`src/rtl/prv_trap_sequencer.sv`:
```
// rtl/prv_trap_sequencer.sv - trap/return sequencer: prioritise events, wait for drain, commit CSR strobes and redirect
module prv_trap_sequencer #(
  parameter int NUM_EXTENSIONS   = 1,
  parameter int RMGMT_CAUSE_BASE = 24,
  localparam int CW = (NUM_EXTENSIONS > 1) ? $clog2(NUM_EXTENSIONS) : 1
) (
  input  logic          CLK,
  input  logic          RST,
  input  logic          fault_insn,
  input  logic          mal_insn,
  input  logic          illegal_insn,
  input  logic          fault_l,
  input  logic          mal_l,
  input  logic          fault_s,
  input  logic          mal_s,
  input  logic          breakpoint,
  input  logic          env_m,
  input  logic          ex_rmgmt,
  input  logic [CW-1:0] ex_rmgmt_cause,
  input  logic          ret,
  input  logic [31:0]   epc,
  input  logic [31:0]   badaddr,
  input  logic          pipe_clear,
  input  logic          timer_int,
  input  logic          soft_int,
  input  logic          ext_int,
  input  logic [31:0]   mtvec,
  input  logic [31:0]   mepc_r,
  output logic          insert_pc,
  output logic [31:0]   priv_pc,
  output logic          intr,
  output logic          csr_we,
  output logic [31:0]   mepc_wdata,
  output logic [31:0]   mcause_wdata,
  output logic [31:0]   mtval_wdata,
  output logic          mstatus_push,
  output logic          mstatus_pop,
  output logic          busy
);

  typedef enum logic [1:0] {IDLE, WAIT_CLEAR, COMMIT} state_t;
  typedef enum logic [1:0] {KIND_EXC, KIND_INT, KIND_RET} kind_t;

  state_t      state, state_nxt;
  kind_t       cap_kind, ev_kind;
  logic [30:0] cap_code, ev_code;
  logic [31:0] cap_epc, cap_tval;
  logic        any_event, ev_tval_en;
  logic [31:0] trap_base;

  // Priority resolution: exceptions, then interrupts, then MRET.
  always_comb begin
    any_event  = 1'b1;
    ev_kind    = KIND_EXC;
    ev_code    = '0;
    ev_tval_en = 1'b1;
    if (breakpoint)        ev_code = 31'd3;
    else if (fault_insn)   ev_code = 31'd1;
    else if (illegal_insn) begin ev_code = 31'd2;  ev_tval_en = 1'b0; end
    else if (mal_insn)     ev_code = 31'd0;
    else if (env_m)        begin ev_code = 31'd11; ev_tval_en = 1'b0; end
    else if (mal_s)        ev_code = 31'd6;
    else if (mal_l)        ev_code = 31'd4;
    else if (fault_s)      ev_code = 31'd7;
    else if (fault_l)      ev_code = 31'd5;
    else if (ex_rmgmt) begin
      ev_code    = 31'(RMGMT_CAUSE_BASE) + 31'(ex_rmgmt_cause);
      ev_tval_en = 1'b0;
    end
    else if (ext_int)   begin ev_kind = KIND_INT; ev_code = 31'd11; ev_tval_en = 1'b0; end
    else if (soft_int)  begin ev_kind = KIND_INT; ev_code = 31'd3;  ev_tval_en = 1'b0; end
    else if (timer_int) begin ev_kind = KIND_INT; ev_code = 31'd7;  ev_tval_en = 1'b0; end
    else if (ret)       begin ev_kind = KIND_RET; ev_tval_en = 1'b0; end
    else begin
      any_event  = 1'b0;
      ev_tval_en = 1'b0;
    end
  end

  always_ff @(posedge CLK) begin
    if (RST) begin
      state    <= IDLE;
      cap_kind <= KIND_EXC;
      cap_code <= '0;
      cap_epc  <= '0;
      cap_tval <= '0;
    end else begin
      state <= state_nxt;
      if (state == IDLE && any_event) begin
        cap_kind <= ev_kind;
        cap_code <= ev_code;
        cap_epc  <= epc;
        cap_tval <= ev_tval_en ? badaddr : 32'd0;
      end
    end
  end

  always_comb begin
    state_nxt = state;
    case (state)
      IDLE:       if (any_event) state_nxt = WAIT_CLEAR;
      WAIT_CLEAR: if (pipe_clear) state_nxt = COMMIT;
      COMMIT:     state_nxt = IDLE;
      default:    state_nxt = IDLE;
    endcase
  end

  assign trap_base = {mtvec[31:2], 2'b00};

  always_comb begin
    insert_pc    = 1'b0;
    priv_pc      = '0;
    intr         = 1'b0;
    csr_we       = 1'b0;
    mepc_wdata   = '0;
    mcause_wdata = '0;
    mtval_wdata  = '0;
    mstatus_push = 1'b0;
    mstatus_pop  = 1'b0;
    busy         = (state != IDLE);
    if (state == COMMIT) begin
      insert_pc = 1'b1;
      case (cap_kind)
        KIND_RET: begin
          mstatus_pop = 1'b1;
          priv_pc     = mepc_r;
        end
        KIND_INT: begin
          intr         = 1'b1;
          csr_we       = 1'b1;
          mstatus_push = 1'b1;
          priv_pc      = (mtvec[1:0] == 2'b01) ? trap_base + {cap_code[29:0], 2'b00} : trap_base;
        end
        default: begin
          csr_we       = 1'b1;
          mstatus_push = 1'b1;
          priv_pc      = trap_base;
        end
      endcase
      if (csr_we) begin
        mepc_wdata   = {cap_epc[31:2], 2'b00};
        mcause_wdata = {cap_kind == KIND_INT, cap_code};
        mtval_wdata  = cap_tval;
      end
    end
  end

endmodule
```
`config.mk`:
```
export PLATFORM = sky130hd
export DESIGN_NAME = prv_trap_sequencer
export DESIGN_NICKNAME = d
export VERILOG_FILES = /design/src/rtl/prv_trap_sequencer.sv
export SDC_FILE = /design/constraint.sdc
export NUM_CORES = 1
export LEC_CHECK = 0
export CAP_MARGIN = 40
export CORE_AREA = 2 2 109 111
export CTS_BUF_LIST = sky130_fd_sc_hd__clkbuf_4 sky130_fd_sc_hd__clkbuf_8
export CTS_CLUSTER_DIAMETER = 50
export CTS_CLUSTER_SIZE = 20
export DETAILED_ROUTE_END_ITERATION = 7
export DIE_AREA = 0 0 111 113
export DONT_BUFFER_PORTS = 1
export GPL_TIMING_DRIVEN = 0
export HOLD_SLACK_MARGIN = 0.08
export PLACE_DENSITY = 0.67
export SLEW_MARGIN = 20
export SYNTH_ARGS = -nofsm -noshare
export SYNTH_HDL_FRONTEND = slang
export SYNTH_SLANG_ARGS = --single-unit
export TNS_END_PERCENT = 20
```
`constraint.sdc`:
```
create_clock -name CLK -period 4.85 [get_ports CLK]
set_clock_uncertainty 0.05 [all_clocks]
set_input_delay 0.97 -clock CLK [delete_from_list [all_inputs] [get_ports CLK]]
set_output_delay 0.97 -clock CLK [all_outputs]
set_load 0.01 [all_outputs]
```
==> metrics.md <==
| Metric | Value |
|---|---|
| Hold Path Class | `flip-flop to flip-flop` |
| CP max FO | `10` |
| Largest net degree at the start of global routing | `12` |
| Hold Path Depth | `2` |
| Drt via density | `about 5.7` |
| Synth Flop Type | `dfxtp_1` |
| Power per cell area | `~250 nW/um^2` |
| Layout cells sized above 1 | `between 10% and 20%` |
| Final core utilization | `45.52%` |
| Worst r2r dst | `cap_tval[22]` |
| Setup crit start kind | `input pin` |
| Residual DRC | `0` |
| Final Hold Vio Count | `0` |
| Worst-Margin Slew | `660.5 ps` |
| CTS tree | `yes` |
| Register area share after synthesis | `30.35%` |
| Most frequent cells in the layout | `79 x nand2_1, 73 x and2_1, 71 x dfxtp_1` |
| Initial DRC count | `around 270` |
| Placer Congestion | `0.9385` |
| Synth-to-Final Area Change | `9.564%` |
| Synth unique cells | `65` |
| Gate Count Post-Synth | `a little over 600` |
| Fmax | `~240 MHz` |
| Path depth of the worst reg2reg path | `6` |
| Die X | `111 um` |
| Outcome | `complete, no violations` |
| Number of synthesized flops with an enable pin | `0` |
| Starting Density | `approximately two fifths` |
| Clk_lat worst skew | `approximately 330 ps` |
| CTS HTree Levels | `3` |
| Max-slew violations | `0` |
| MaxCap Viol Count | `0` |
| FP Rows | `39` |
| GR peak layer | `met2` |
| Peak VDD IR | `~210 uV` |
| Synth warnings | `0` |
| Setup TNS | `0 ps` |
| Final Hold Slack | `roughly 400 ps` |
| Final setup margin | `around 620 ps` |
| Crit. End Element | `output port` |
| Initial antenna violation count | `0` |
| Crit path DAT | `~3200 ps` |
| Nets | `~800` |
| Aggregate global routing overflow | `0` |
| I/O pin cnt | `280` |
| Final setup vio count | `0` |
| Commonest non-fill, non-tap cell in the layout | `nand2_1` |
| Die height | `approximately 110 um` |
| Port bufs | `0` |
| Die area | `about 13,000 sq um` |
| Global routing usage on met2 | `42.41%` |
| Drt wl/cell | `roughly 19 um` |
| Antenna Nets Post-Route | `0` |
| M1 GR Usage | `26.31%` |
| CTS max path bufs | `2` |
| GR Util met3 | `under 10%` |
| Setup CP Type | `input pin to output port` |
| Mean Syn Cell Area | `7.703 sq um` |
| Asr flop ratio synth | `0%` |
| DP Worst Slack | `roughly 630 ps` |
| Cell Area, Synth | `about 4700 sq um` |
| Vias in the first global route | `about 4,400` |
| Detailed placement HPWL | `about 12 mm` |
| Drt pass-1 iters | `5` |
| Data required, critical path | `between 3000 and 4000 ps` |
| Pwr Total | `roughly 1.3 mW` |
| CTS root buf | `clkbuf_8` |
| Final wirelength | `15.25 mm` |
| Flop2flop setup slack | `approximately 3000 ps` |
| Post-CTS setup buffer count | `0` |
| Hold-fix buffers, CTS | `0` |
| Slew Limit Headroom | `55.96%` |
| Hold Path End | `cap_epc[21]` |
| Worst hold start | `cap_epc[21]` |
| CTS resizes | `0` |
| Clock buffer count from CTS | `9` |
| Total GRT Usage | `23.61%` |
| Global-route wire length before repair | `approximately 24 mm` |
| Sinks on Clock Net | `71` |
| Fin crit period | `about 4200 ps` |
| RSZ-0062 raised after global routing | `false` |
| Worst r2r src | `state[1]` |
| Via count | `4,506` |
| #FFs+latches synth | `71` |
| Pleak | `between 2 and 2.5 nW` |
| N_diodes | `0` |
| Clk slew on worst S/H paths | `70 ps` |
| Period utilization | `~87%` |
| Core Box Area | `approximately 11,000 sq um` |
==> registers in the layout, indices dropped and copies added, names as in the netlist <==
name      flops
cap_epc      30
cap_code      5
cap_kind      2
cap_tval     32
state         2
==> through the flow <==
step,area [sq um],instances
floorplan,4785,635
global placement,4964,778
global route,5131,793
finish,5131,793
CTS,5131,793
detailed placement,4964,778
==> synth_stat cells, types with 6 or more instances <==
master	count	area share (%)
nor3_1	11	1.2
o22ai_1	10	1.3
dfxtp_1	71	30
nor2_1	48	3.8
a22oi_1	17	2.7
o21ai_0	13	1.4
ha_1	8	2.1
a21oi_1	54	5.8
clkbuf_1	27	2.2
nand3_1	8	0.85
buf_4	32	5.1
and3_1	6	0.80
a22o_1	33	6.2
inv_1	12	0.96
and2_1	73	9.8
nand2b_1	6	0.80
nand2_1	79	6.3
mux2i_1	7	1.5
buf_6	6	1.4
==> layout make-up <==
cell class,count,area (sq um)
fill,1146,6141
clock inverter,4,22.52
inverter,13,48.80
sequential,71,1421
tap,143,178.9
clock buffer,11,145.1
multi-input combinational,481,2884
buffer,70,430.4
==> worst max-delay path, cell delays in order <==
cell      delay (ps)
ha_1             150
inv_1             50
fa_1             400
nand2b_1         200
a21oi_1          320
o21bai_1         180
buf_6            180
nor4_4           260
xnor2_1           90
a211oi_1         410
==> power breakdown <==
| group | internal [mW] | total (mW) | switching (mW) |
|---|---|---|---|
| registers | 0.629 | 0.652 | 0.0229 |
| logic | 0.101 | 0.240 | 0.139 |
| clock network | 0.200 | 0.407 | 0.207 |
==> logic make-up (layout without fill, tap and decap cells) <==
group	count (synthesis)	after routing	share of synthesized area, %
buffers and inverters	83	98	10.23
AND/OR/NAND/NOR	264	264	29.47
multiplexers	10	10	2.217
AO/OA/AOI/OAI	164	164	23.97
adder cells (fa/ha/maj)	9	9	2.565
other	1	28	0.08007
flip-flops	71	71	30.35
XOR/XNOR	6	6	1.122
==> per-layer routing <==
metal  vias to the layer above  share of wire, %
met2                       248                49
met1                      2079                39
li1                       2150                 -
met5                         -                 0
met4                         0               2.7
met3                        29               9.6
==> worst max path at each step <==
stage              from     endpoint  cells after the start
2_1_floorplan  mtvec[2]  priv_pc[28]                     10
3_3_place_gp   mtvec[2]  priv_pc[28]                     10
3_5_place_dp   mtvec[2]  priv_pc[28]                     10
4_1_cts        mtvec[2]  priv_pc[28]                     10
5_1_grt        mtvec[2]  priv_pc[28]                     10
6_report       mtvec[2]  priv_pc[28]                     10
No activity file was read; power rests on OpenSTA's default activity.
